## src/rtl/vec_pkg.sv

```systemverilog
// Shared definitions for the vector datapath blocks: register-file geometry,
// the vector-load FSM state type and the lane-slice helper.
package vec_pkg;

  localparam int LANES      = 16;
  localparam int LANE_W     = 16;
  localparam int VREG_W     = LANES * LANE_W;
  localparam int VREG_IDX_W = 3;

  typedef enum logic [1:0] {
    VL_IDLE  = 2'd0,
    VL_FETCH = 2'd1,
    VL_WRITE = 2'd2
  } vload_state_t;

  // Extract lane 'lane' from a packed vector (lane i at bits [i*LANE_W +: LANE_W]).
  function automatic logic [LANE_W-1:0] lane_slice(input logic [VREG_W-1:0] vec,
                                                   input int unsigned lane);
    return vec[lane*LANE_W +: LANE_W];
  endfunction

endpackage

```

## src/rtl/vector_lane_assembler.sv

```systemverilog
// Lane buffer for the vector load unit: LANES registers of LANE_W bits, one
// written per accepted memory word, cleared synchronously on reset. The
// packed view of the buffer is presented continuously on vec_out.
module vector_lane_assembler #(
  parameter int LANES  = 16,
  parameter int LANE_W = 16,
  parameter int IDX_W  = 4
) (
  input  logic                    clk,
  input  logic                    rst,
  input  logic                    lane_we,
  input  logic [IDX_W-1:0]        lane_idx,
  input  logic [LANE_W-1:0]       lane_data,
  output logic [LANES*LANE_W-1:0] vec_out
);

  genvar gi;
  generate
    for (gi = 0; gi < LANES; gi++) begin : g_lane
      logic [LANE_W-1:0] lane_reg;

      // Capture the returned word when this lane is the one being filled.
      always_ff @(posedge clk) begin
        if (rst) begin
          lane_reg <= '0;
        end else if (lane_we && (lane_idx == IDX_W'(gi))) begin
          lane_reg <= lane_data;
        end
      end

      assign vec_out[gi*LANE_W +: LANE_W] = lane_reg;
    end
  endgenerate

endmodule

```

## src/rtl/vector_load_unit.sv

```systemverilog
// Vector load unit: fetches LANES consecutive (or strided) LANE_W-bit words
// over a ready-qualified read port, packs them into one vector and issues a
// single-cycle register-file write.
// Optional feature macro: VLOAD_STRIDE_EN adds a 'stride' input latched with
// base_addr; without it every load is unit-stride.
module vector_load_unit #(
  parameter int LANES  = 16,
  parameter int LANE_W = 16,
  parameter int ADDR_W = 16
) (
  input  logic                              clk,
  input  logic                              rst,
  input  logic                              start,
  input  logic [ADDR_W-1:0]                 base_addr,
`ifdef VLOAD_STRIDE_EN
  input  logic [ADDR_W-1:0]                 stride,
`endif
  input  logic [vec_pkg::VREG_IDX_W-1:0]    dst,
  output logic                              busy,
  output logic                              done,
  output logic                              mem_rd_en,
  output logic [ADDR_W-1:0]                 mem_addr,
  input  logic                              mem_rdy,
  input  logic [LANE_W-1:0]                 mem_data,
  output logic                              wr_en,
  output logic [vec_pkg::VREG_IDX_W-1:0]    wr_dst,
  output logic [LANES*LANE_W-1:0]           wr_data
);

  import vec_pkg::*;

  localparam int IDX_W = (LANES > 1) ? $clog2(LANES) : 1;

  vload_state_t               state_reg;
  vload_state_t               state_next;
  logic [IDX_W-1:0]           idx_reg;
  logic [ADDR_W-1:0]          addr_reg;
  logic [VREG_IDX_W-1:0]      dst_reg;
  logic [ADDR_W-1:0]          stride_val;
  logic                       accept;
  logic                       lane_we;
  logic                       last_lane;

  assign accept    = (state_reg == VL_IDLE) && start;
  assign lane_we   = (state_reg == VL_FETCH) && mem_rdy;
  assign last_lane = (idx_reg == IDX_W'(LANES - 1));

`ifdef VLOAD_STRIDE_EN
  logic [ADDR_W-1:0] stride_reg;

  // Stride is captured together with the base address at acceptance.
  always_ff @(posedge clk) begin
    if (rst) begin
      stride_reg <= '0;
    end else if (accept) begin
      stride_reg <= stride;
    end
  end

  assign stride_val = stride_reg;
`else
  assign stride_val = ADDR_W'(1);
`endif

  // FSM state register.
  always_ff @(posedge clk) begin
    if (rst) begin
      state_reg <= VL_IDLE;
    end else begin
      state_reg <= state_next;
    end
  end

  // Next-state logic and state-decoded outputs (no path from mem_rdy to outputs).
  always_comb begin
    state_next = state_reg;
    busy       = 1'b0;
    mem_rd_en  = 1'b0;
    mem_addr   = '0;
    wr_en      = 1'b0;
    done       = 1'b0;
    case (state_reg)
      VL_IDLE: begin
        if (start) begin
          state_next = VL_FETCH;
        end
      end
      VL_FETCH: begin
        busy      = 1'b1;
        mem_rd_en = 1'b1;
        mem_addr  = addr_reg;
        if (mem_rdy && last_lane) begin
          state_next = VL_WRITE;
        end
      end
      VL_WRITE: begin
        busy       = 1'b1;
        wr_en      = 1'b1;
        done       = 1'b1;
        state_next = VL_IDLE;
      end
      default: begin
        state_next = VL_IDLE;
      end
    endcase
  end

  // Lane counter, running address (base + idx*stride, wrapping) and latched dst.
  always_ff @(posedge clk) begin
    if (rst) begin
      idx_reg  <= '0;
      addr_reg <= '0;
      dst_reg  <= '0;
    end else if (accept) begin
      idx_reg  <= '0;
      addr_reg <= base_addr;
      dst_reg  <= dst;
    end else if (lane_we) begin
      idx_reg  <= idx_reg + IDX_W'(1);
      addr_reg <= addr_reg + stride_val;
    end
  end

  assign wr_dst = dst_reg;

  vector_lane_assembler #(
    .LANES  (LANES),
    .LANE_W (LANE_W),
    .IDX_W  (IDX_W)
  ) u_assembler (
    .clk       (clk),
    .rst       (rst),
    .lane_we   (lane_we),
    .lane_idx  (idx_reg),
    .lane_data (mem_data),
    .vec_out   (wr_data)
  );

endmodule

```

## config.mk

```make
export PLATFORM = sky130hd
export DESIGN_NAME = vector_load_unit
export DESIGN_NICKNAME = d
export VERILOG_FILES = /design/src/rtl/vec_pkg.sv /design/src/rtl/vector_lane_assembler.sv /design/src/rtl/vector_load_unit.sv
export SDC_FILE = /design/constraint.sdc
export NUM_CORES = 1
export LEC_CHECK = 0
export ABC_AREA = 1
export BUFFER_PORTS_ARGS = -buffer_cell sky130_fd_sc_hd__clkbuf_2
export CAP_MARGIN = 5
export CORE_MARGIN = 4
export CORE_UTILIZATION = 53
export CTS_CLUSTER_SIZE = 14
export DETAILED_ROUTE_END_ITERATION = 6
export GPL_ROUTABILITY_DRIVEN = 0
export GPL_TIMING_DRIVEN = 0
export PLACE_DENSITY = 0.81
export SLEW_MARGIN = 15
export SYNTH_ARGS = -nofsm -noshare
export SYNTH_HDL_FRONTEND = slang
export SYNTH_HIERARCHICAL = 1
export SYNTH_SLANG_ARGS = --single-unit
```

## constraint.sdc

```tcl
create_clock -name clk -period 2.1 [get_ports clk]
set_input_delay 0.21 -clock clk [delete_from_list [all_inputs] [get_ports clk]]
set_output_delay 0.21 -clock clk [all_outputs]
set_load 0.01 [all_outputs]
```

* Yosys cells after proc, flatten, opt, wreduce, memory -nomap -nowiden
Index checks and enable logic that the tools add are counted.
** Operators by class
- $add $sub $neg :: 2
- Eq/ne operators :: 19
- Muxes and demuxes :: 9
- Reduce and logical (&&, ||, !) cells :: 25
** Operators with widths (count)
- 16-bit 2-to-1 mux :: 3
- 4-bit equality test (second input constant) :: 8
- 1-bit logical AND :: 19
- 16-bit by 1-bit adder with 16-bit output (second input constant) :: 1
- 4-bit by 3-bit equality test with 1-bit output (second input constant) :: 4
- 4-bit by 2-bit equality test with 1-bit output (second input constant) :: 2
- 4-bit by 1-bit adder with 4-bit output (second input constant) :: 1
- 4-bit by 1-bit equality test with 1-bit output (second input constant) :: 1
- 4-bit logical NOT :: 1
- 2-bit 2-to-1 mux :: 2
- 2-bit case mux with 2 select lines :: 1
- 2-bit OR reduction :: 2
- 1-bit 2-to-1 mux :: 3
- 2-bit by 1-bit equality test with 1-bit output (second input constant) :: 1
- 2-bit equality test (second input constant) :: 1
- 2-bit logical NOT :: 1
- 2-bit by 1-bit inequality test with 1-bit output (second input constant) :: 1
- 2-bit inequality test (second input constant) :: 1
- 2-bit AND reduction :: 1
- 2-bit nonzero test :: 1
** Storage, ports and cells
- Bits in registers :: 281
- Logic and storage cells :: 75

* Longest topological paths before layout
- Depth in word-level cells :: 4
- Gate-level depth with buffers :: 12
- Gate-level depth less buffers :: 10

* By module
Netlist, hierarchy kept.
** By module, submodules not included
- vector_lane_assembler :: times used 1, cells an instance 1487, area each 10014.6 um^2
- vector_load_unit :: times used 1, cells an instance 280, area each 1719.1 um^2

* Worst setup path before layout
No wires, ideal clock.
- Path kind :: register to register
- From :: reg state_reg[1]
- To :: reg u_assembler.g_lane[2].lane_reg[10]
- Data arrival time :: 1.878 ns
- Slack :: 0.109 ns
- Cell stages (with the launch flop) :: 12
- Path buffers :: 4
- Path through :: dfxtp_1 inv_1 ha_1 buf_6 nand2_8 clkinv_1 buf_2 buf_2 buf_1 nand4_1 nand2_1 nor2_1
** Between the ends
- Cells in the longest elaborated chain, start to end :: 3
** RTL lines
- start: declaration :: line vector_load_unit.sv:34 : vload_state_t state_reg;
- start signal: assignment :: line vector_load_unit.sv:70 : state_reg <= state_next;
- 2-bit by 1-bit equality test with 1-bit output :: line vector_load_unit.sv:45 : assign lane_we = (state_reg == VL_FETCH) && mem_rdy;
- 1-bit logical AND :: line vector_load_unit.sv:45
- net lane_we :: line vector_load_unit.sv:41 : logic lane_we;
- 1-bit logical AND :: line vector_lane_assembler.sv:26 : end else if (lane_we && (lane_idx == IDX_W'(gi))) begin
- end signal: assignment :: line vector_lane_assembler.sv:27 : lane_reg <= lane_data;
- end: declaration :: line vector_lane_assembler.sv:20 : logic [LANE_W-1:0] lane_reg;
The timed path passes the listed nets, and every way through them passes these cells.
A chain may end at the register's enable or synchronous reset.

* Worst setup path after layout
- From :: reg state_reg[1]
- To :: reg u_assembler.g_lane[3].lane_reg[10]
** Between the ends
- Cells in the longest elaborated chain, start to end :: 3
** RTL lines (line)
- 2-bit by 1-bit equality test with 1-bit output :: vector_load_unit.sv:45
- 1-bit logical AND :: vector_load_unit.sv:45
- net lane_we :: vector_load_unit.sv:41
- 1-bit logical AND :: vector_lane_assembler.sv:26
- end signal: assignment :: vector_lane_assembler.sv:27
- end: declaration :: vector_lane_assembler.sv:20
The timed path passes the listed nets, and every way through them passes these cells.

==> flow_metrics.tcl <==
set metrics [dict create \
    core-area_um2 21820 \
    max-cap-violations 0 \
    slowest_stage "dfxtp_1" \
    power_uw 12680 \
    ys_async_sr_fraction_pct 0 \
    cts_buffer_depth 3 \
    grt.overflow.total 0 \
    clock_sinks 281 \
    htreeDepth 1 \
    setup_viol 0 \
    synth_top_family_by_area "simple AND/OR/NAND/NOR gates" \
    final_antenna_net_count 0 \
    dieArea_um2 24580 \
    ys_ff_latch 281 \
    grt_max_degree 14 \
    synthSimpleGateAreaFrac_pct 41.07 \
    largest_reg_flops 256 \
    die_h_um 156.8 \
    rows 54 \
    wl_per_cell_um 15.92 \
    period_minus_slack_ns 1.998 \
    pin_count 318 \
    yosysWarnings 6 \
    syn-num-nets 1813 \
    seq_area_frac_synth_pct 47.94 \
    critPathKind "flip-flop to flip-flop" \
    slew_headroom_pct 34.73 \
    synthFlopType "dfxtp_1" \
    slowest_delay_ns 0.32 \
    holdPathStages 3 \
    rsz0062_at_grt "false" \
    post_synth_num_cell_types 27 \
    num_antenna_cells 0 \
    status "finished, violations left" \
    synth_enable_flop_cells 0 \
    avgSynthCellArea_um2 6.640 \
    fin_crit_sh_pct 95.13 \
    final_cell_mix "nor2_1, nand2_1, clkbuf_2, dfxtp_1, inv_1" \
    first_pass_iters 7 \
    worstReg2RegEnd "u_assembler/g_lane[3].lane_reg[10]" \
    worst_r2r_path_depth 10 \
    finalInstanceArea_um2 15000 \
    fill_cells 1929 \
    numCtsBuffers 28 \
    drive_above_1_share_pct 21.29 \
    whs_endpoint "u_assembler/g_lane[0].lane_reg[0]" \
    reg2reg_slack_ns 0.10 \
    crit_path_cell_trace "inv_2, ha_2, buf_6, nand2_8, clkinv_4, buf_6, nand3_1, clkbuf_2, nor2_1, nor2_1" \
    critPathCaptureType "flip-flop" \
    hp-class "input pin to flip-flop" \
    cp_top_family "buffers and inverters" \
    synth_xor_area_share_pct 0 \
    antenna_found_initial 0 \
    synth-compound-area-share_pct 1.909 \
    areaGrowthSynthToFinish_pct 27.82 \
    hold_viol 0 \
    r2r_start "state_reg[1]" \
    grt_pass1_wl_mm 59.42 \
    cp.arrival_ns 2.43 \
    layout.nets 2187 \
    placed_cell_area_um2 13670 \
    vias 12390 \
    worst_pin_slew_ns 0.9791 \
    cellPowerDensity_nw_per_um2 845.5 \
    netlist_instances 1767 \
    groute.usage.overall_pct 30.14 \
    syn_area_um2 11730 \
    routed_wl_mm 38.86 \
    cts_tree "built" \
    slew_viol_final 0 \
    violations "design-rule violations" \
    post_synth_mux_area_share_pct 0 \
    path_clk_slew_ns 0.07 \
    clock-root-buffer "clkbuf_16" \
    drtIter0Drc 1032 \
    crit_buf_inv 5 \
    required_ns 2.53 \
    avgViaCountPerCell 5.074 \
    start_kind "flip-flop" \
    layout_commonest_cell "nor2_1" \
    fmax_mhz 500.6 \
    dpl.hpwl_mm 27.79 \
    peakVddDrop_uv 636.3 \
    grt_pass1_vias 11420 \
    synthAdderAreaFrac_pct 0.7464 \
    cp_max_fo 11 \
    die_w_um 156.8 \
    portBuffers 317 \
    hold_start "mem_data[0]" \
    clock_skew_ns 0.01106 \
    worstSkewPairLatency_ns 0.54 \
    leakage_uw 0.007434 \
    drc 1 \
    initial_core_util_pct 53.77 \
]
tightest hold or removal path, cell delays in order:
cell      delay (ns)
clkbuf_2        0.16
nor2_1          0.07
nor2_1          0.08
cells by family after synthesis:
group / after synthesis
and+or+nand+nor: 1203
DFF: 281
buffers and inverters: 235
AOI/OAI and AO/OA: 41
adders and majority gates: 7
synthesized netlist by cell type, types with 10 or more instances:
cell,n,area [µm²]
buf_4,10,75.07
clkbuf_1,35,131.4
nand2_1,512,1922
buf_2,40,200.2
nor2_1,553,2076
buf_1,25,93.84
dfxtp_1,281,5625
nand4_1,51,319.1
nand3_1,66,330.3
o21ai_0,17,85.08
inv_1,122,457.9
a21oi_1,12,60.06
final cells by class:
type	count	area (µm²)	area share (%)
Sequential cell	281	5625	37.51
Multi-Input combinational cell	1251	5244	34.96
Timing Repair Buffer	344	1839	12.26
Clock buffer	42	844.6	5.631
Buffer	111	584.3	3.896
Inverter	124	470.5	3.137
Tap cell	280	350.3	2.336
Clock inverter	8	40.04	0.2670
power breakdown:
group / internal [µW] / switching, µW / leakage [µW]
registers: 5530 / 209 / 0.00227
logic: 707 / 1410 / 0.00472
clock network: 2760 / 2060 / 0.000446
total: 9000 / 3680 / 0.00743
stage by stage:
step	worst slack (ns)	TNS [ns]	cells	utilization (%)	hold slack, ns
2_1_floorplan	0.1088	0	1767	-	0.2794
3_3_place_gp	-0.3472	-38.01	2364	62.64	0.4496
3_5_place_dp	-0.3677	-50.27	2364	62.64	0.4579
4_1_cts	-0.01985	-0.05236	2436	68.11	0.001622
5_1_grt	0.006222	0	2441	68.72	0.01815
6_report	0.1022	0	2441	68.72	0.01426
per-layer routing:
layer	vias to the layer above	global-route usage [%]	part of all wire, %
met4	0	11.28	3.9
met5	-	0	0
li1	6110	-	-
met2	615	51.08	46
met1	5556	37.67	38
met3	104	6.637	11
repair_timing:
item | in CTS | in global routing
endpoints found under the hold margin | 28 | 0
cloned | 0 | 0
setup endpoints to repair | 265 | 235
gates resized for setup | 29 | 39
hold buffers | 20 | 0
pin swaps | 2 | 6
buffers inserted | 2 | 5
worst max path at each step:
stage,start,endpoint,depth (start not counted)
after detailed placement,state_reg[1],u_assembler/g_lane[11].lane_reg[3],12
final,state_reg[1],u_assembler/g_lane[3].lane_reg[10],10
after global placement,state_reg[1],u_assembler/g_lane[11].lane_reg[3],12
after CTS,state_reg[1],u_assembler/g_lane[13].lane_reg[1],11
after floorplan,state_reg[1],u_assembler/g_lane[2].lane_reg[10],11
after global routing,state_reg[1],u_assembler/g_lane[3].lane_reg[14],11
Power figures use the tool's default switching activity.
